<file path="src/rtl/bp_update_sched.sv">
// bp_update_sched: queues resolved-branch updates and drains them into the BHT
// write port when fetch is idle; also sequences a full-table invalidation walk.
`default_nettype none

module bp_update_sched #(
    parameter int PC_W    = 48,
    parameter int IDX_W   = 8,
    parameter int Q_DEPTH = 4
) (
    input  logic                         clk,
    input  logic                         n_reset,
    input  logic                         ex_valid,
    input  logic [PC_W-1:0]              ex_pc,
    input  logic [PC_W-1:0]              ex_target,
    input  logic                         ex_taken,
    input  logic                         ex_mispred,
    output logic                         ex_ready,
    input  logic                         fetch_busy,
    output logic                         fetch_stall,
    input  logic                         inv_req,
    output logic                         inv_done,
    output logic                         bht_we,
    output logic [IDX_W-1:0]             bht_idx,
    output logic [PC_W-1:0]              bht_pc,
    output logic [PC_W-1:0]              bht_target,
    output logic                         bht_taken,
    output logic                         bht_mispred,
    output logic                         bht_inv,
    output logic [$clog2(Q_DEPTH):0]     q_count
);

    localparam int PTR_W = $clog2(Q_DEPTH);
    localparam int CNT_W = PTR_W + 1;
    localparam logic [CNT_W-1:0] Q_FULL    = CNT_W'(Q_DEPTH);
    localparam logic [IDX_W:0]   WALK_LAST = {1'b0, {IDX_W{1'b1}}};

    typedef enum logic [1:0] {
        RUN  = 2'd0,
        WALK = 2'd1,
        DONE = 2'd2
    } state_t;

    state_t state, state_nxt;

    logic [PC_W-1:0]  pc_mem      [Q_DEPTH];
    logic [PC_W-1:0]  target_mem  [Q_DEPTH];
    logic             taken_mem   [Q_DEPTH];
    logic             mispred_mem [Q_DEPTH];

    logic [PTR_W-1:0] wr_ptr, rd_ptr;
    logic [CNT_W-1:0] count;
    logic [1:0]       wait_cnt;
    logic [IDX_W:0]   walk_idx;

    logic in_run, head_valid, forced, deq, enq, flush;

    assign in_run     = (state == RUN);
    assign head_valid = (count != '0);
    assign forced     = head_valid && (wait_cnt == 2'd3);
    assign deq        = in_run && head_valid && (!fetch_busy || forced);
    // Ready uses the pre-dequeue count, so a full queue never accepts while draining.
    assign ex_ready   = in_run && (count < Q_FULL) && n_reset;
    assign enq        = ex_valid && ex_ready;
    assign flush      = in_run && inv_req;
    assign q_count    = count;

    always_comb begin
        state_nxt   = state;
        bht_we      = 1'b0;
        bht_idx     = '0;
        bht_pc      = '0;
        bht_target  = '0;
        bht_taken   = 1'b0;
        bht_mispred = 1'b0;
        bht_inv     = 1'b0;
        fetch_stall = 1'b0;
        inv_done    = 1'b0;
        case (state)
            RUN: begin
                fetch_stall = forced;
                if (deq) begin
                    bht_we      = 1'b1;
                    bht_idx     = pc_mem[rd_ptr][IDX_W+1:2];
                    bht_pc      = pc_mem[rd_ptr];
                    bht_target  = target_mem[rd_ptr];
                    bht_taken   = taken_mem[rd_ptr];
                    bht_mispred = mispred_mem[rd_ptr];
                end
                if (inv_req) begin
                    state_nxt = WALK;
                end
            end
            WALK: begin
                bht_we      = 1'b1;
                bht_inv     = 1'b1;
                bht_idx     = walk_idx[IDX_W-1:0];
                fetch_stall = 1'b1;
                if (walk_idx == WALK_LAST) begin
                    state_nxt = DONE;
                end
            end
            DONE: begin
                inv_done  = 1'b1;
                state_nxt = RUN;
            end
            default: state_nxt = RUN;
        endcase
    end

    always_ff @(posedge clk or negedge n_reset) begin
        if (!n_reset) begin
            state    <= RUN;
            wr_ptr   <= '0;
            rd_ptr   <= '0;
            count    <= '0;
            wait_cnt <= '0;
            walk_idx <= '0;
        end else begin
            state <= state_nxt;
            if (flush) begin
                wr_ptr   <= '0;
                rd_ptr   <= '0;
                count    <= '0;
                wait_cnt <= '0;
                walk_idx <= '0;
            end else begin
                if (enq) wr_ptr <= wr_ptr + 1'b1;
                if (deq) rd_ptr <= rd_ptr + 1'b1;
                count <= count + CNT_W'(enq) - CNT_W'(deq);
                if (deq || !head_valid) begin
                    wait_cnt <= '0;
                end else if (fetch_busy) begin
                    wait_cnt <= wait_cnt + 2'd1;
                end
                if (state == WALK) begin
                    walk_idx <= walk_idx + 1'b1;
                end
            end
        end
    end

    // Payload storage needs no reset; occupancy is tracked by the pointers.
    always_ff @(posedge clk) begin
        if (enq) begin
            pc_mem[wr_ptr]      <= ex_pc;
            target_mem[wr_ptr]  <= ex_target;
            taken_mem[wr_ptr]   <= ex_taken;
            mispred_mem[wr_ptr] <= ex_mispred;
        end
    end

endmodule

`default_nettype wire

</file>
<file path="config.mk">
export PLATFORM = sky130hd
export DESIGN_NAME = bp_update_sched
export DESIGN_NICKNAME = d
export VERILOG_FILES = /design/src/rtl/bp_update_sched.sv
export SDC_FILE = /design/constraint.sdc
export NUM_CORES = 1
export LEC_CHECK = 0
export ABC_CLOCK_PERIOD_IN_PS = 8700
export CORE_MARGIN = 4
export CORE_UTILIZATION = 59
export DETAILED_ROUTE_END_ITERATION = 12
export HOLD_SLACK_MARGIN = 0.1
export PLACE_DENSITY_LB_ADDON = 0.25
export SETUP_SLACK_MARGIN = 0.5
export SYNTH_ARGS = -nofsm -noshare
export SYNTH_HDL_FRONTEND = slang
export SYNTH_SLANG_ARGS = --single-unit
export TNS_END_PERCENT = 1
</file>
<file path="constraint.sdc">
create_clock -name clk -period 8.7 [get_ports clk]
set_clock_uncertainty 0.05 [all_clocks]
set_input_delay 1.74 -clock clk [delete_from_list [all_inputs] [get_ports clk]]
set_output_delay 1.74 -clock clk [all_outputs]
set_load 0.005 [all_outputs]
</file>
* After elaboration in Yosys (flattened, before gate mapping)
Memory sizes are Yosys's and may differ from the RTL's. Index checks and enable logic that the tools add are counted.
Word-level totals: bits in registers 20, memory bits (writable) 392, input port bits 103, output and inout port bits 114, word-level logic and storage cells 71, memories kept 4
Operators by class: $add $sub $neg 6, order comparisons 1, equality and inequality tests 6, muxes and demuxes 30, reductions and logical operators 18
Memories:
- pc_mem | words 4, width 48, rd ports 1, clocked after Yosys merged registers in 0, wr ports 1, RTL line 45 | logic [PC_W-1:0] pc_mem [Q_DEPTH];
- target_mem | words 4, width 48, rd ports 1, clocked after Yosys merged registers in 0, wr ports 1, RTL line 46 | logic [PC_W-1:0] target_mem [Q_DEPTH];
- mispred_mem | words 4, width 1, rd ports 1, clocked after Yosys merged registers in 0, wr ports 1, RTL line 48 | logic mispred_mem [Q_DEPTH];
- taken_mem | words 4, width 1, rd ports 1, clocked after Yosys merged registers in 0, wr ports 1, RTL line 47 | logic taken_mem [Q_DEPTH];
Operator list (count):
- 2-to-1 mux 48 bit | 4
- 2-to-1 mux 2 bit | 9
- 2-to-1 mux 9 bit | 2
- one-hot mux 8 bit (2 select lines) | 1
- adder 9 x 1 -> 9 bit (second input constant) | 1
- equality test 9 x 8 -> 1 bit (second input constant) | 1
- 2-to-1 mux 1 bit | 9
- 2-to-1 mux 8 bit | 1
- logical AND 1 bit | 7
- adder 2 x 1 -> 2 bit (second input constant) | 3
- nonzero test 2 bit | 3
- nonzero test 3 bit | 2
- equality test 2 bit (second input constant) | 2
- != test 2 bit (second input constant) | 2
- one-hot mux 1 bit (2 select lines) | 2
- one-hot mux 2 bit (2 select lines) | 1
- adder 3 x 1 -> 3 bit | 1
- less-than comparator 3 bit (second input constant) | 1
- 2-to-1 mux 3 bit | 1
- subtractor 3 x 1 -> 3 bit | 1
- equality test 2 x 1 -> 1 bit (second input constant) | 1
- zero test 1 bit | 2
- zero test 2 bit | 1
- logical OR 1 bit | 2
- AND reduction 2 bit | 1

* Logic depth before layout (Yosys ltp)
Gate-level depths: netlist (run 1).
word-level depth 7, gate-level depth with buffers 13, gate-level depth less buffers 12

* Worst setup path after synthesis (run 1)
No wires, ideal clock.
path kind input to register, from in n_reset, to mem mispred_mem[0] (enable), setup time 469 ps, data arrival time 4635 ps, data required time 8181 ps, slack 3546 ps, stages 3, buffers on the path 0, cells stage by stage or4b_4 -> clkinv_2 -> and3_1
On the way: longest elaborated chain between the ends 4
Ends and longest elaborated chain:
- from (decl) | RTL line 11 | input logic n_reset,
- logical AND 1 bit | RTL line 62 | assign ex_ready = in_run && (count < Q_FULL) && n_reset;
- named net ex_ready | RTL line 17 | output logic ex_ready,
- logical AND 1 bit | RTL line 63 | assign enq = ex_valid && ex_ready;
- 2-to-1 mux 1 bit | RTL line 144 | if (enq) begin
- 2-to-1 mux 1 bit (implied by the code) | RTL line 148 | mispred_mem[wr_ptr] <= ex_mispred;
- to (decl) | RTL line 48
The timed path passes the listed nets, and every way through them passes these cells.

* Worst setup path in the final report (run 1)
from in fetch_busy, to out bht_pc[28]
On the way: longest elaborated chain between the ends 5
Ends and longest elaborated chain:
- from (decl) | RTL line 18 | input logic fetch_busy,
- zero test 1 bit | RTL line 60 | assign deq = in_run && head_valid && (!fetch_busy || forced);
- logical OR 1 bit | RTL line 60
- logical AND 1 bit | RTL line 60
- 2-to-1 mux 48 bit | RTL line 81 | if (deq) begin
- 2-to-1 mux 48 bit | RTL line 78 | case (state)
- to (decl) | RTL line 24 | output logic [PC_W-1:0] bht_pc,
Every way passes these cells.

==> results.sh, run 1 <==
export IMPL_drive_gt1_frac=0.174
export IMPL_rows=60
export IMPL_ys_types=50
export IMPL_synth_largest_area_cell="edfxtp_1"
export IMPL_placedCellCount=1278
export IMPL_ios=217
export IMPL_dpl_hpwl_mm=18.3
export IMPL_clkTransAtPathRegs_ns=0.06
export IMPL_synth_top_area_share=0.726
export IMPL_synth_fa_ha_area_frac=0.00817
export IMPL_finalSetupViolCount=0
export IMPL_final_nets=1092
export IMPL_cts_inserted_buffers=40
export IMPL_cts_sinks=412
export IMPL_gp_congestion=0.800
export IMPL_crit_chain="clkdlybuf4s50_1, nand2b_1, nand3_4, inv_4, and2_1, clkdlybuf4s50_1"
export IMPL_arrival_ns=4.17
export IMPL_cap_viol_max_count=0
export IMPL_whs_ns=0.461
export IMPL_syn_area_um2=16200
export IMPL_wl_per_cell_um=22.7
export IMPL_grt_overflow=0
export IMPL_regToRegSetupSlack_ns=5.43
export IMPL_period_minus_slack_ns=5.96
export IMPL_cts_setup_buffers=0
export IMPL_clk_latency_ns=0.51
export IMPL_gr_usage_all_layers=0.205
export IMPL_instances_no_fill=1348
export IMPL_dieArea_um2=30200
export IMPL_power_density_nw_per_um2=195
export IMPL_vias=7956
export IMPL_setup_tns_ns=0
export IMPL_hp_class="flop to flop"
export IMPL_start_util=0.600
export IMPL_slowest_stage="inv_4"
export IMPL_die_x_um=174
export IMPL_fmax_mhz=168
export IMPL_rr_endpoint="q_count[2]"
export IMPL_synth_warnings=0
export IMPL_root_buffer="clkbuf_16"
export IMPL_ff2ff_path_depth=12
export IMPL_synth_seq_cells=412
export IMPL_min_delay_path_depth=2
export IMPL_worst_pin_slew_ns=1.02
export IMPL_grt_setup_unrepaired="no"
export IMPL_clock_path_buffers=3
export IMPL_holdPathEnd="walk_idx[8]"
export IMPL_grt_pass1_wl_mm=48.1
export IMPL_syn_num_nets=866
export IMPL_peakVddDrop_mv=0.168
export IMPL_synth_xor_area_frac=0.00108
export IMPL_finish_instance_area_um2=19800
export IMPL_yosysMostFrequentCell="edfxtp_1"
export IMPL_finalMaxSlewViolations=0
export IMPL_critPathMaxFanout=95
export IMPL_startpoint_type="primary input"
export IMPL_syn_inst=753
export IMPL_crit_path_end_kind="output pin"
export IMPL_place_ws_ns=2.74
export IMPL_first_global_vias=8362
export IMPL_synthToLayoutAreaGrowth_pct=22.2
export IMPL_synth_compound_area_frac=0.0126
export IMPL_synth_edf_count=392
export IMPL_cpMostUsedCell="clkdlybuf4s50_1"
export IMPL_yosys_most_used_dff="edfxtp_1"
export IMPL_drc=0
export IMPL_timing_rr_start="wait_cnt[0]"
export IMPL_syn_area_per_cell_um2=21.5
export IMPL_drt_initial_drc_count=800
export IMPL_dr_pass1_iters=5
export IMPL_die_h_um=174
export IMPL_synthSimpleGateAreaFrac=0.0608
export IMPL_hp_start="walk_idx[8]"
export IMPL_hold_violations=0
export IMPL_antenna_found_initial=2
export IMPL_fill_cells=1566
export IMPL_grt_max_degree=96
export IMPL_core_um2=27000
export IMPL_dpl_cell_area_um2=18600
export IMPL_status="finished, final reports clean"
export IMPL_ys_async_sr_fraction=0.0485
export IMPL_final_seq_area_um2=12300
export IMPL_cp_slowest_stage_delay_ns=0.65
export IMPL_critPathRequiredTime_ns=6.91
export IMPL_cts_hold_buf=0
export IMPL_muxShareOfSynthArea=0.141
export IMPL_worst_setup_path_type="primary input to output pin"
export IMPL_yosys_top_cells_count="392 x edfxtp_1, 80 x mux4_2, 70 x and2_1, 26 x and2_4, 20 x dfrtp_1"
export IMPL_portBuffers=216
export IMPL_cts_resized=0
export IMPL_period_share=0.685
export IMPL_synth_top_family_by_area="multiplexers"
export IMPL_wl_mm=30.6
export IMPL_leakage_nw=6.50
export IMPL_slew_limit_headroom=0.322
export IMPL_cts_htree_levels=2
export IMPL_cts_tree="done"
export IMPL_multiInputGateArea_um2=3660
export IMPL_routed_via_density=5.90
export IMPL_synthTopCellsByArea="edfxtp_1 73%, mux4_2 11%, dfrtp_1 3.1%"
export IMPL_synth_seq_area_share=0.756
export IMPL_ant_nets=0
export IMPL_setup_ws_ns=2.74
-- per-stage QoR --
stage                     total power, mW   util
final                                3.87  0.733
after global placement               2.32  0.689
after global routing                 4.00  0.733
after floorplan                      2.26      -
after detailed placement             2.33  0.689
after CTS                            3.90  0.733
-- placed cells by master (no fill, tap or decap), drive strengths merged, types with 3 or more instances in the layout --
cell / n
clkdlybuf4s50: 216
and3: 4
nor2: 7
and2: 96
mux4: 98
dfrtp: 20
nand3: 9
edfxtp: 392
nand4: 3
inv: 10
nand2: 8
ha: 9
nand2b: 3
clkinv: 16
a21o: 5
clkbuf: 52
and4: 5
o21ai: 7
a21oi: 7
buf: 7
-- sequential cells by signal, summed over array words and instances, names as in the netlist --
signal and cells:
mispred_mem 4, wr_ptr 2, rd_ptr 2, q_count 3
target_mem 192, wait_cnt 2, state 2, taken_mem 4
walk_idx 9, pc_mem 192
-- where the power goes --
| part | switching, mW | total, mW | leakage (nW) | internal (mW) |
|---|---|---|---|---|
| clock | 0.663 | 1.58 | 0.587 | 0.921 |
| sequential | 0.00420 | 2.17 | 3.78 | 2.17 |
| combinational | 0.0433 | 0.110 | 2.14 | 0.0667 |
-- worst max path at each step --
| stage | startpoint | endpoint | slack, ns | cells past startpoint |
|---|---|---|---|---|
| 2_1_floorplan | n_reset | mispred_mem[0] | 3.55 | 3 |
| 3_3_place_gp | fetch_busy | bht_pc[28] | 2.78 | 6 |
| 3_5_place_dp | fetch_busy | bht_pc[28] | 2.74 | 6 |
| 4_1_cts | fetch_busy | bht_pc[28] | 2.73 | 6 |
| 5_1_grt | fetch_busy | bht_pc[28] | 2.56 | 6 |
| 6_report | fetch_busy | bht_pc[28] | 2.74 | 6 |
-- kinds of logic after synthesis --
logic type               Yosys count
multiplexers                     100
adder cells (fa/ha/maj)           10
buffers and inverters             50
XOR/XNOR                           2
AO/OA/AOI/OAI                     31
AND/OR/NAND/NOR                  148
flip-flops                       412
-- routing by layer --
layer,wire length (µm),GRT usage,vias to the layer above
met1,12500,0.284,4054
met4,696,0.0538,2
met5,13,0,-
met2,15600,0.343,300
li1,-,-,3538
met3,1780,0.0403,62
-- cell type report --
type | instances | area share
clock inverter | 17 | 0.00650
clock buffer | 52 | 0.0538
inverter | 11 | 0.00227
tap | 341 | 0.0215
antenna | 1 | 0.000126
multi-input combinational | 291 | 0.184
sequential | 412 | 0.620
timing repair buffer | 223 | 0.112
-- critical path: cells and delay by family --
| family | cells | cell delay (ns) |
|---|---|---|
| buffers and inverters | 3 | 1.69 |
| AND/OR/NAND/NOR | 3 | 0.72 |
Note: power is estimated with default switching activity, not from simulation.
==> run 2: changes to the inputs <==
--- a/config.mk
+++ b/config.mk
@@ -5,9 +5,9 @@
 export SDC_FILE = /design/constraint.sdc
 export NUM_CORES = 1
 export LEC_CHECK = 0
-export ABC_CLOCK_PERIOD_IN_PS = 8700
+export ABC_CLOCK_PERIOD_IN_PS = 5300
 export CORE_MARGIN = 4
-export CORE_UTILIZATION = 59
+export CORE_UTILIZATION = 50
 export DETAILED_ROUTE_END_ITERATION = 12
 export HOLD_SLACK_MARGIN = 0.1
 export PLACE_DENSITY_LB_ADDON = 0.25
==> constraint.sdc (replaced) <==
create_clock -name clk -period 5.3 [get_ports clk]
set_clock_uncertainty 0.05 [all_clocks]
set_input_delay 1.06 -clock clk [delete_from_list [all_inputs] [get_ports clk]]
set_output_delay 1.06 -clock clk [all_outputs]
set_load 0.005 [all_outputs]
==> results.sh, run 2 (synthesis gave the netlist of run 1 again) <==
export IMPL_crit_chain="clkdlybuf4s50_1, nand2b_1, nand3_4, inv_4, buf_12, and2_1, clkdlybuf4s50_1"
export IMPL_leakage_nw=6.67
export IMPL_cpMostUsedCell="clkdlybuf4s50_1"
export IMPL_hold_violations=0
export IMPL_core_um2=31800
export IMPL_cts_htree_levels=2
export IMPL_grt_setup_unrepaired="no"
export IMPL_num_antenna_cells=0
export IMPL_gp_congestion=0.817
export IMPL_period_minus_slack_ns=4.49
export IMPL_cts_tree="done"
export IMPL_drc=0
export IMPL_grt_overflow=0
export IMPL_cp_slowest_stage_delay_ns=0.51
export IMPL_critPathLaunch="fetch_busy"
export IMPL_cts_hold_buf=0
export IMPL_placedCellCount=1383
export IMPL_slew_limit_headroom=0.523
export IMPL_clk_latency_ns=0.52
export IMPL_final_nets=1107
export IMPL_critPathRequiredTime_ns=4.19
export IMPL_drt_initial_drc_count=464
export IMPL_rr_endpoint="q_count[2]"
export IMPL_crit_path_end_kind="output pin"
export IMPL_clock_path_buffers=3
export IMPL_antenna_found_initial=2
export IMPL_ff2ff_path_depth=12
export IMPL_ios=217
export IMPL_slowest_stage="clkdlybuf4s50_1"
export IMPL_portBuffers=216
export IMPL_synthToLayoutAreaGrowth_pct=25.1
export IMPL_regToRegSetupSlack_ns=2.48
export IMPL_rows=65
export IMPL_wl_per_cell_um=21.4
export IMPL_timing_rr_start="wait_cnt[0]"
export IMPL_cts_setup_buffers=0
export IMPL_start_util=0.510
export IMPL_finalMaxSlewViolations=0
export IMPL_startpoint_type="primary input"
export IMPL_fmax_mhz=223
export IMPL_clkTransAtPathRegs_ns=0.05
export IMPL_gr_usage_all_layers=0.180
export IMPL_cap_viol_max_count=0
export IMPL_period_share=0.847
export IMPL_finalSetupViolCount=0
export IMPL_dpl_hpwl_mm=19.4
export IMPL_grt_pass1_wl_mm=49.7
export IMPL_dieArea_um2=35400
export IMPL_cts_inserted_buffers=44
export IMPL_endpoint="bht_pc[47]"
export IMPL_wl_mm=31.4
export IMPL_crit_cells=7
export IMPL_reg_largest_list="pc_mem: 192 flops, target_mem: 192 flops, walk_idx: 9 flops"
export IMPL_worst_pin_slew_ns=0.716
export IMPL_critPathMaxFanout=53
export IMPL_cp_num_buf_inv=4
export IMPL_drive_gt1_frac=0.191
export IMPL_power_density_nw_per_um2=326
export IMPL_worst_setup_path_type="primary input to output pin"
export IMPL_instances_no_fill=1462
export IMPL_die_h_um=188
export IMPL_first_global_vias=8474
export IMPL_ant_nets=0
export IMPL_setup_tns_ns=0
export IMPL_peakVddDrop_mv=0.294
export IMPL_cts_resized=0
export IMPL_routed_via_density=5.45
export IMPL_hp_class="flop to flop"
export IMPL_cts_sinks=412
export IMPL_p_total_mw=6.62
export IMPL_dr_pass1_iters=5
export IMPL_final_common_cell="edfxtp_1"
export IMPL_vias=7961
export IMPL_die_x_um=188
export IMPL_grt_max_degree=54
export IMPL_status="finished, final reports clean"
export IMPL_arrival_ns=3.38
export IMPL_path_delay_family="buffers and inverters"
export IMPL_layout_common_cells="392 x edfxtp_1, 216 x clkdlybuf4s50_1, 80 x mux4_2"
export IMPL_root_buffer="clkbuf_16"
run 2: changes by cell type in the layout (fill, tap and decap cells not counted), sizes merged:
cell / before / now
buf: 7 / 18
clkbuf: 52 / 56
inv: 10 / 14
clkinv: 16 / 17
clkinvlp: 0 / 1
diode: 1 / 0
run 2: worst register-to-register path: stages (launching register included):
cell	delay (ns)
dfrtp_1	0.36
ha_1	0.19
nand2b_1	0.29
nand3_4	0.13
inv_4	0.36
ha_1	0.33
inv_1	0.05
ha_1	0.13
inv_1	0.05
fa_1	0.37
xor2_1	0.16
and2_1	0.16
nor3_1	0.12
run 2: power breakdown:
group | total (mW) | internal (mW) | switching, mW
registers | 3.57 | 3.56 | 0.00425
logic | 0.187 | 0.113 | 0.0740
clock network | 2.86 | 1.69 | 1.17
run 2: layer usage:
metal  global-route usage  routed length (µm)  vias to the layer above
met5                    0                  31                        -
met2                0.287               14900                      266
li1                     -                   -                     3574
met1                0.257               13500                     4066
met3               0.0452                2400                       51
met4               0.0356                 497                        4
run 2: how the worst min path moves through the flow:
stage | startpoint | to | slack, ns | depth (start not counted)
4_1_cts | walk_idx[8] | walk_idx[8] | 0.45 | 2
2_1_floorplan | walk_idx[8] | walk_idx[8] | 0.42 | 2
5_1_grt | walk_idx[5] | walk_idx[5] | 0.49 | 1
6_report | walk_idx[8] | walk_idx[8] | 0.45 | 2
3_3_place_gp | walk_idx[8] | walk_idx[8] | 0.43 | 2
3_5_place_dp | walk_idx[8] | walk_idx[8] | 0.44 | 2
run 2: cell type report:
type / count / area (µm²)
clock buffer: 56 / 1200
clock inverter: 23 / 169
fill: 2183 / 11500
inverter: 11 / 45.0
multi-input combinational: 291 / 3660
sequential: 412 / 12300
tap: 435 / 544
timing repair buffer: 234 / 2410
run 2: per-stage QoR:
| stage | setup WS (ns) | hold slack, ns | cell area, µm² | utilization |
|---|---|---|---|---|
| CTS | 0.760 | 0.454 | 20300 | 0.638 |
| global placement | 0.860 | 0.433 | 18900 | 0.595 |
| finish | 0.809 | 0.453 | 20300 | 0.638 |
| global route | 0.627 | 0.489 | 20300 | 0.638 |
| floorplan | 0.826 | 0.419 | 16200 | - |
| detailed placement | 0.761 | 0.442 | 18900 | 0.595 |
==> run 3: changes to the inputs <==
--- a/config.mk
+++ b/config.mk
@@ -5,9 +5,9 @@
 export SDC_FILE = /design/constraint.sdc
 export NUM_CORES = 1
 export LEC_CHECK = 0
-export ABC_CLOCK_PERIOD_IN_PS = 5300
+export ABC_CLOCK_PERIOD_IN_PS = 4300
 export CORE_MARGIN = 4
-export CORE_UTILIZATION = 50
+export CORE_UTILIZATION = 55
 export DETAILED_ROUTE_END_ITERATION = 12
 export HOLD_SLACK_MARGIN = 0.1
 export PLACE_DENSITY_LB_ADDON = 0.25
==> constraint.sdc (replaced) <==
create_clock -name clk -period 4.3 [get_ports clk]
set_clock_uncertainty 0.05 [all_clocks]
set_input_delay 0.86 -clock clk [delete_from_list [all_inputs] [get_ports clk]]
set_output_delay 0.86 -clock clk [all_outputs]
set_load 0.005 [all_outputs]
==> results.sh, run 3 (synthesis gave the netlist of run 1 again) <==
export IMPL_antenna_found_initial=3
export IMPL_whs_ns=0.475
export IMPL_slew_limit_headroom=0.681
export IMPL_leakage_nw=6.69
export IMPL_reg_largest_list="pc_mem: 192 flops, target_mem: 192 flops, walk_idx: 9 flops"
export IMPL_critPathRequiredTime_ns=3.39
export IMPL_startpoint_type="primary input"
export IMPL_cts_htree_levels=2
export IMPL_worst_setup_path_type="primary input to output pin"
export IMPL_drive_gt1_frac=0.196
export IMPL_hp_class="flop to flop"
export IMPL_clk_latency_ns=0.51
export IMPL_final_seq_area_um2=12300
export IMPL_power_density_nw_per_um2=397
export IMPL_start_util=0.561
export IMPL_arrival_ns=2.73
export IMPL_cp_num_buf_inv=4
export IMPL_grt_setup_unrepaired="no"
export IMPL_grt_util_met3=0.0501
export IMPL_root_buffer="clkbuf_16"
export IMPL_cts_hold_buf=0
export IMPL_gr_usage_all_layers=0.191
export IMPL_period_minus_slack_ns=3.64
export IMPL_peakVddDrop_mv=0.349
export IMPL_layout_common_cells="392 x edfxtp_1, 216 x clkdlybuf4s50_1, 80 x mux4_2"
export IMPL_fmax_mhz=274
export IMPL_routed_via_density=5.64
export IMPL_crit_path_end_kind="output pin"
export IMPL_p_total_mw=8.07
export IMPL_ant_nets=0
export IMPL_grt_max_degree=51
export IMPL_finalSetupViolCount=0
export IMPL_cts_sinks=412
export IMPL_crit_cells=7
export IMPL_die_h_um=180
export IMPL_grt_pass1_wl_mm=48.0
export IMPL_final_nets=1112
export IMPL_fill_cells=1760
export IMPL_setup_ws_ns=0.655
export IMPL_clkTransAtPathRegs_ns=0.06
export IMPL_core_um2=28900
export IMPL_dr_pass1_iters=5
export IMPL_gp_congestion=0.785
export IMPL_die_x_um=180
export IMPL_regToRegSetupSlack_ns=1.46
export IMPL_period_share=0.848
export IMPL_use_met2=0.308
export IMPL_finalMaxSlewViolations=0
export IMPL_finish_instance_area_um2=20300
export IMPL_hold_violations=0
export IMPL_wl_mm=31.2
export IMPL_multiInputGateArea_um2=3660
export IMPL_synthToLayoutAreaGrowth_pct=25.2
export IMPL_dieArea_um2=32300
export IMPL_dpl_hpwl_mm=19.0
export IMPL_cp_slowest_stage_delay_ns=0.50
export IMPL_portBuffers=216
export IMPL_setup_tns_ns=0
export IMPL_first_global_vias=8093
export IMPL_vias=7971
export IMPL_status="finished, final reports clean"
export IMPL_ff2ff_path_depth=12
export IMPL_drt_initial_drc_count=752
export IMPL_busiest_layer="met2"
export IMPL_grtUsageMet1=0.269
export IMPL_rows=62
export IMPL_dpl_cell_area_um2=18900
export IMPL_place_ws_ns=0.492
export IMPL_final_common_cell="edfxtp_1"
export IMPL_worst_pin_slew_ns=0.478
export IMPL_grt_overflow=0
export IMPL_min_delay_path_depth=1
export IMPL_cpMostUsedCell="clkdlybuf4s50_1"
export IMPL_cap_viol_max_count=0
export IMPL_wl_per_cell_um=22.1
export IMPL_drc=0
export IMPL_cts_inserted_buffers=41
export IMPL_path_delay_family="buffers and inverters"
export IMPL_clock_path_buffers=3
export IMPL_crit_chain="clkdlybuf4s50_1, nand2b_2, nand3_4, inv_4, buf_6, and2_1, clkdlybuf4s50_1"
export IMPL_cts_tree="done"
export IMPL_slowest_stage="clkdlybuf4s50_1"
export IMPL_critPathMaxFanout=45
export IMPL_ios=217
## run 3: cell types whose count changed in the layout (fill, tap and decap cells not counted), sizes merged, moves of 2 or more
| cell | change |
|---|---|
| buf | +8 |
| bufinv | +2 |
| clkbuf | +3 |
| clkinv | -10 |
| inv | -3 |
## run 3: stage by stage
step / std cells / utilization
after floorplan: 753 / -
after global placement: 1331 / 0.653
after detailed placement: 1331 / 0.653
after CTS: 1405 / 0.700
after global routing: 1413 / 0.702
final: 1413 / 0.702
## run 3: power by group
part           total [mW]  internal, mW  leakage, nW  switching [mW]
registers            4.39          4.39         3.78         0.00323
clock network        3.43          2.07        0.633            1.36
logic               0.244         0.146         2.28          0.0981
total                8.07          6.61         6.69            1.46
## run 3: routing by layer
metal | vias to the layer above | routed length, µm
met5 | - | 34
met4 | 4 | 594
met3 | 45 | 2260
met2 | 298 | 15200
met1 | 4045 | 13100
li1 | 3579 | -
## run 3: what timing repair did
item | 4_1_cts | 5_1_grt
gates resized for setup | 1 | 1
setup endpoints to repair | 83 | 61
buffers inserted | 2 | 7
## run 3: layout make-up
type,count,share of cell area
multi-input cells,291,0.180
clock inverters,13,0.00837
flip-flops and latches,412,0.604
inverters,11,0.00222
diodes,1,0.000123
well taps,384,0.0236
repair buffers,242,0.125
clock buffers,59,0.0558
## run 3: final timing paths
| path | start | endpoint |
|---|---|---|
| worst min register to register | walk_idx[6] | walk_idx[6] |
| worst max-delay path | fetch_busy | bht_target[16] |
| min in group asynchronous | n_reset | walk_idx[5] |
| worst max register to register | q_count[1] | q_count[2] |
| max in group asynchronous | n_reset | rd_ptr[0] |
| worst min-delay path | walk_idx[6] | walk_idx[6] |
## run 3: worst reg2reg max path, stage by stage (launching register included)
cell and delay, ns:
dfrtp_1 0.46, or3_1 0.53, nand3_4 0.13, inv_4 0.05
buf_6 0.18, ha_1 0.30, inv_1 0.05, ha_1 0.12
inv_1 0.05, fa_1 0.37, xor2_1 0.16, and2_1 0.16
nor3_1 0.13
